==> src/rtl/alu_issue_ctrl.sv <==
// Issue sequencer in front of the 32-bit ALU: latches one instruction, owns the NZCV register,
// stalls for MUL, runs the LDR/STR memory handshake. Define ALU_ISSUE_PERF_EN for retire/skip counters.
module alu_issue_ctrl #(
    parameter int MUL_LAT = 3,
    parameter int DATA_W  = 32
) (
    input  logic              clk,
    input  logic              reset,
    input  logic              in_valid,
    output logic              in_ready,
    input  logic [3:0]        in_cond,
    input  logic [3:0]        in_opcode,
    input  logic              in_sbit,
    input  logic [2:0]        in_srcontrol,
    input  logic [15:0]       in_imvalue,
    input  logic [DATA_W-1:0] in_op1,
    input  logic [DATA_W-1:0] in_op2,
    output logic [DATA_W-1:0] alu_in1,
    output logic [DATA_W-1:0] alu_in2,
    output logic [3:0]        alu_cond,
    output logic [3:0]        alu_opcode,
    output logic              alu_sbit,
    output logic [2:0]        alu_srcontrol,
    output logic [15:0]       alu_imvalue,
    output logic [3:0]        alu_inflags,
    input  logic [DATA_W-1:0] alu_result,
    input  logic [3:0]        alu_outflags,
    output logic              mem_req,
    output logic              mem_we,
    output logic [DATA_W-1:0] mem_addr,
    output logic [DATA_W-1:0] mem_wdata,
    input  logic              mem_ack,
    input  logic [DATA_W-1:0] mem_rdata,
    output logic              out_valid,
    input  logic              out_ready,
    output logic [DATA_W-1:0] out_result,
    output logic              out_wb_en,
    output logic [3:0]        flags,
`ifdef ALU_ISSUE_PERF_EN
    output logic [31:0]       perf_retired,
    output logic [31:0]       perf_skipped,
`endif
    output logic              busy
);

    localparam logic [3:0] OP_MUL = 4'b0010;
    localparam logic [3:0] OP_CMP = 4'b1000;
    localparam logic [3:0] OP_LDR = 4'b1001;
    localparam logic [3:0] OP_STR = 4'b1010;
    localparam int CNT_W = (MUL_LAT < 2) ? 1 : $clog2(MUL_LAT);
    localparam logic [CNT_W-1:0] MUL_LAST = CNT_W'(MUL_LAT - 1);

    typedef enum logic [1:0] {IDLE, EXEC, MEM, DONE} state_t;

    state_t            state;
    logic [3:0]        cond_p0;
    logic [3:0]        opcode_p0;
    logic              sbit_p0;
    logic [2:0]        srcontrol_p0;
    logic [15:0]       imvalue_p0;
    logic [DATA_W-1:0] op1_p0;
    logic [DATA_W-1:0] op2_p0;
    logic [CNT_W-1:0]  mul_cnt;
    logic              cond_met;
    logic              is_nop;
    logic              is_mem;
    logic              upd_flags;

    // Flag layout is {N,Z,C,V}.
    function automatic logic cond_check(input logic [3:0] cond, input logic [3:0] nzcv);
        logic n, z, c, v;
        {n, z, c, v} = nzcv;
        case (cond)
            4'b0001: cond_check = z;
            4'b0010: cond_check = !z && (n == v);
            4'b0011: cond_check = !z && (n != v);
            4'b0100: cond_check = (n == v);
            4'b0101: cond_check = (n != v);
            4'b0110: cond_check = !z && c;
            4'b0111: cond_check = !c;
            4'b1000: cond_check = c;
            default: cond_check = 1'b1;
        endcase
    endfunction

    assign cond_met  = cond_check(cond_p0, flags);
    assign is_nop    = (opcode_p0 > OP_STR);
    assign is_mem    = (opcode_p0 == OP_LDR) || (opcode_p0 == OP_STR);
    assign upd_flags = (opcode_p0 == OP_CMP) || (sbit_p0 && !is_nop && !is_mem);

    assign in_ready      = (state == IDLE);
    assign busy          = (state != IDLE);
    assign alu_in1       = op1_p0;
    assign alu_in2       = op2_p0;
    assign alu_cond      = cond_p0;
    assign alu_opcode    = opcode_p0;
    assign alu_sbit      = sbit_p0;
    assign alu_srcontrol = srcontrol_p0;
    assign alu_imvalue   = imvalue_p0;
    assign alu_inflags   = flags;
    assign mem_addr      = op1_p0 + DATA_W'(imvalue_p0);
    assign mem_wdata     = op2_p0;

    always_ff @(posedge clk or negedge reset) begin
        if (!reset) begin
            state        <= IDLE;
            cond_p0      <= '0;
            opcode_p0    <= '0;
            sbit_p0      <= 1'b0;
            srcontrol_p0 <= '0;
            imvalue_p0   <= '0;
            op1_p0       <= '0;
            op2_p0       <= '0;
            mul_cnt      <= '0;
            flags        <= 4'b0000;
            mem_req      <= 1'b0;
            mem_we       <= 1'b0;
            out_valid    <= 1'b0;
            out_result   <= '0;
            out_wb_en    <= 1'b0;
        end else begin
            case (state)
                IDLE: begin
                    if (in_valid) begin
                        cond_p0      <= in_cond;
                        opcode_p0    <= in_opcode;
                        sbit_p0      <= in_sbit;
                        srcontrol_p0 <= in_srcontrol;
                        imvalue_p0   <= in_imvalue;
                        op1_p0       <= in_op1;
                        op2_p0       <= in_op2;
                        mul_cnt      <= '0;
                        state        <= EXEC;
                    end
                end
                EXEC: begin
                    if (!cond_met) begin
                        out_result <= '0;
                        out_wb_en  <= 1'b0;
                        out_valid  <= 1'b1;
                        state      <= DONE;
                    end else if ((opcode_p0 == OP_MUL) && (mul_cnt != MUL_LAST)) begin
                        mul_cnt <= mul_cnt + 1'b1;
                    end else if (is_mem) begin
                        mem_req <= 1'b1;
                        mem_we  <= (opcode_p0 == OP_STR);
                        state   <= MEM;
                    end else begin
                        out_result <= is_nop ? '0 : alu_result;
                        out_wb_en  <= !is_nop && (opcode_p0 != OP_CMP);
                        if (upd_flags)
                            flags <= alu_outflags;
                        mul_cnt   <= '0;
                        out_valid <= 1'b1;
                        state     <= DONE;
                    end
                end
                MEM: begin
                    if (mem_ack) begin
                        out_result <= (opcode_p0 == OP_STR) ? '0 : mem_rdata;
                        out_wb_en  <= (opcode_p0 != OP_STR);
                        mem_req    <= 1'b0;
                        mem_we     <= 1'b0;
                        out_valid  <= 1'b1;
                        state      <= DONE;
                    end
                end
                DONE: begin
                    if (out_ready) begin
                        out_valid <= 1'b0;
                        state     <= IDLE;
                    end
                end
                default: state <= IDLE;
            endcase
        end
    end

`ifdef ALU_ISSUE_PERF_EN
    logic executed;

    // cond_met is frozen across EXEC, so its value there is the instruction's verdict.
    always_ff @(posedge clk or negedge reset) begin
        if (!reset) begin
            executed     <= 1'b0;
            perf_retired <= '0;
            perf_skipped <= '0;
        end else begin
            if (state == EXEC)
                executed <= cond_met;
            if ((state == DONE) && out_ready) begin
                if (executed)
                    perf_retired <= perf_retired + 32'd1;
                else
                    perf_skipped <= perf_skipped + 32'd1;
            end
        end
    end
`endif

endmodule

==> config.mk <==
export PLATFORM = sky130hd
export DESIGN_NAME = alu_issue_ctrl
export DESIGN_NICKNAME = d
export VERILOG_FILES = /design/src/rtl/alu_issue_ctrl.sv
export SDC_FILE = /design/constraint.sdc
export NUM_CORES = 1
export LEC_CHECK = 0
export BUFFER_PORTS_ARGS = -buffer_cell sky130_fd_sc_hd__buf_2
export CORE_MARGIN = 10
export CORE_UTILIZATION = 43
export CTS_BUF_LIST = sky130_fd_sc_hd__clkbuf_8
export DETAILED_ROUTE_END_ITERATION = 16
export PLACE_DENSITY_LB_ADDON = 0.12
export SLEW_MARGIN = 0
export SYNTH_ARGS = -nofsm -noshare
export SYNTH_HDL_FRONTEND = slang
export SYNTH_SLANG_ARGS = --single-unit
==> constraint.sdc <==
create_clock -name clk -period 2.6 [get_ports clk]
set_clock_uncertainty 0.2 [all_clocks]
set_input_delay 0.26 -clock clk [delete_from_list [all_inputs] [get_ports clk]]
set_output_delay 0.26 -clock clk [all_outputs]
set_load 0.05 [all_outputs]
==> summary.txt <==
Status
  – Status: finished with violations
  – Failing checks: negative setup slack

Yosys
  – Post-synth cell types: between 50 and 60
  – Synth top cells by count: dfrtp_1, mux2_2, a21oi_1
  – Cells after synthesis: between 600 and 700
  – Dominant synthesized flop cell: dfrtp_1
  – EDFF count, synth: 0
  – Sequential fraction of the synthesis area: 0.460
  – Synth async-reset ratio: 1.00
  – Mapped Area: 7400 um^2
  – Syn Area/Cell: about 11 um^2
  – Synth Register Bits: roughly 140
  – Main area contributors after synthesis: dfrtp_1, mux2_2, buf_4, a21oi_2, ha_1
  – Cell with the most instances after synthesis: dfrtp_1
  – Synth warn: 0
  – Yosys top cell area share: 0.460
  – Syn nets: 843
  – Post-synth top area cell: dfrtp_1

Global routing
  – Global-route wire length before repair: about 44 mm
  – Global route overflow: 0
  – Vias in the first global route: about 8,000
  – Total GRT Usage: 0.246
  – Initial antenna violation count: 2
  – Largest net degree at the start of global routing: 58

Die
  – DIE HEIGHT: 151 um
  – Core ar.: 16,700 um^2
  – Die area: approximately 23,000 um^2
  – I/O Pins: between 300 and 400
  – Starting Density: 0.443
  – Die width: 151 um
  – Row cnt: 47

CTS
  – CTS tree: built
  – CTS Buf Count: 17
  – CTS H-Tree Depth: 4
  – Clock-pin slew on the worst setup and hold paths: 0.09 ns
  – CTS sink cnt: 136
  – Root Buffer: clkbuf_8
  – Worst-Skew Late Latency: about 0.46 ns
  – Clk buf depth: 2

Timing
  – Tmin final: 3.36 ns
  – Hold WS: 0.121 ns
  – Worst slew pin tran: 0.553 ns
  – Hold Vio Cnt, Final: 0
  – Top achievable clock speed: between 200 and 300 MHz
  – RSZ-0062 raised after global routing: true
  – Final setup fails: 28
  – Tcrit/Tclk final: 1.29
  – Max Slew Vio Count: 0
  – Final worst slack: -0.758 ns
  – Rel. slew slack: 0.631

Final layout
  – Fillers: 990
  – Nets@finish: between 1,000 and 1,500
  – Share of post-route cells with drive strength above 1: 0.602
  – Fin util: 0.791
  – Area Overhead vs Synth: 78.6%
  – Post-route design area: 13,200 um^2

Setup path
  – WS Path Type: register to output pin
  – CP required: 2.14 ns
  – Critical path startpoint category: register
  – Critical path peak fanout: 8
  – Worst Path Arrival: 2.90 ns
  – Critical path endpoint category: output pin

Route
  – Pre-antenna DRT Iters: 5
  – Drt initial violations: 362
  – Vias per cell: 5.14
  – Routed Antenna Nets: 0
  – Drt wl/cell: 19.8 um
  – Vias: around 7,600
  – Drc violations: 0
  – Total Wirelength: about 30 mm

Placed design
  – RePlAce Congestion: 0.881
  – Port bufs: 366
  – Place WS: -0.323 ns
  – DP HPWL: 19.6 mm
  – Placed cell area: ~10,000 um^2

Worst hold path
  – Hold Path Class: primary input to asynchronous set/reset pin

Job
  – Max-cap violations: 0
registers in the layout, summed over array words and instances, names as in the netlist:
name	flops
alu_cond	4
alu_imvalue	16
alu_in1	32
alu_in2	32
alu_inflags	4
alu_opcode	4
alu_sbit	1
alu_srcontrol	3
mem_req	1
mem_we	1
mul_cnt	2
out_result	32
out_valid	1
out_wb_en	1
state	2
routing by layer:
metal	wire (um)	vias to the layer above	GRT usage	part of all wire
met5	0	-	0	0
met4	935	0	0.0982	0.032
met3	2130	62	0.0746	0.073
met2	15300	294	0.430	0.52
met1	10900	3709	0.274	0.37
li1	-	3539	-	-
critical path, stage by stage, from the launching register on:
cell	delay [ns]
dfrtp_2	0.43
ha_4	0.16
inv_2	0.05
fa_2	0.21
nor2b_2	0.05
o31a_1	0.32
o211ai_1	0.19
buf_4	0.17
a21oi_4	0.06
buf_12	0.14
o211ai_1	0.20
buf_4	0.17
xnor2_4	0.10
buf_6	0.17
area by class of cell:
| type | instances | area (um^2) | area share |
|---|---|---|---|
| Antenna cell | 3 | 7.51 | 0.000568 |
| Clock buffer | 17 | 234 | 0.0177 |
| Clock inverter | 15 | 158 | 0.0119 |
| Inverter | 22 | 82.6 | 0.00625 |
| Multi-Input combinational cell | 426 | 4380 | 0.331 |
| Sequential cell | 136 | 3440 | 0.260 |
| Tap cell | 220 | 275 | 0.0208 |
| Timing Repair Buffer | 639 | 4640 | 0.351 |
cell usage in the layout (no fill, tap or decap), types with 5 or more instances in the layout:
master	instances
ha_1	10
dlygate4sd3_1	162
o22ai_4	6
buf_2	337
a21oi_2	32
clkbuf_8	17
xnor2_4	10
a22oi_1	30
a21oi_4	5
nand3_1	12
o21ai_0	11
buf_6	32
dfrtp_2	28
buf_8	8
buf_12	8
o211ai_1	8
inv_6	5
a21o_1	8
buf_4	92
dfrtp_1	108
nand2_1	10
nor2_1	19
nand3b_1	5
inv_1	21
a21oi_1	44
mux2_2	98
ha_4	11
xor2_4	7
through the flow:
stage	instances	setup TNS (ns)
after floorplan	656	-5.27
after global placement	1261	-4.59
after detailed placement	1261	-4.92
after CTS	1465	-14.02
after global routing	1477	-17.76
final	1478	-15.11
worst paths after layout:
| kind | from | endpoint | slack, ns | cells past startpoint |
|---|---|---|---|---|
| setup / recovery | alu_in1[0] | mem_addr[18] | -0.76 | 13 |
| hold / removal | reset | alu_imvalue[6] | 0.12 | 2 |
| setup reg to reg | alu_cond[2] | out_result[0] | 0.15 | 7 |
| hold reg to reg | out_wb_en | out_wb_en | 0.29 | 1 |
| max in group asynchronous | reset | alu_cond[1] | 1.36 | 3 |
| min in group clk | out_ready | state[0] | 0.13 | 4 |
timing repair:
| action | 4_1_cts | 5_1_grt |
|---|---|---|
| endpoints found under the hold margin | 184 | 0 |
| hold buffers | 162 | 0 |
| cloned | 0 | 0 |
| pin swaps | 34 | 34 |
| gates resized for setup | 100 | 35 |
| setup buffers | 15 | 13 |
| endpoints found under the setup margin | 28 | 48 |
logic make-up (layout without fill, tap and decap cells):
kind of cell / Yosys count / count (layout) / share of synthesized area
xor gates and xnor gates: 28 / 28 / 0.0332
muxes: 102 / 102 / 0.155
other: 0 / 3 / 0
and+or+nand+nor: 88 / 88 / 0.0624
adders and majority gates: 22 / 22 / 0.0382
AOI/OAI and AO/OA: 186 / 186 / 0.179
buffers and inverters: 94 / 693 / 0.0721
DFF: 136 / 136 / 0.460
Power is not shown: default switching activity piles up to over one toggle a cycle in this logic, so the estimate is an artifact.
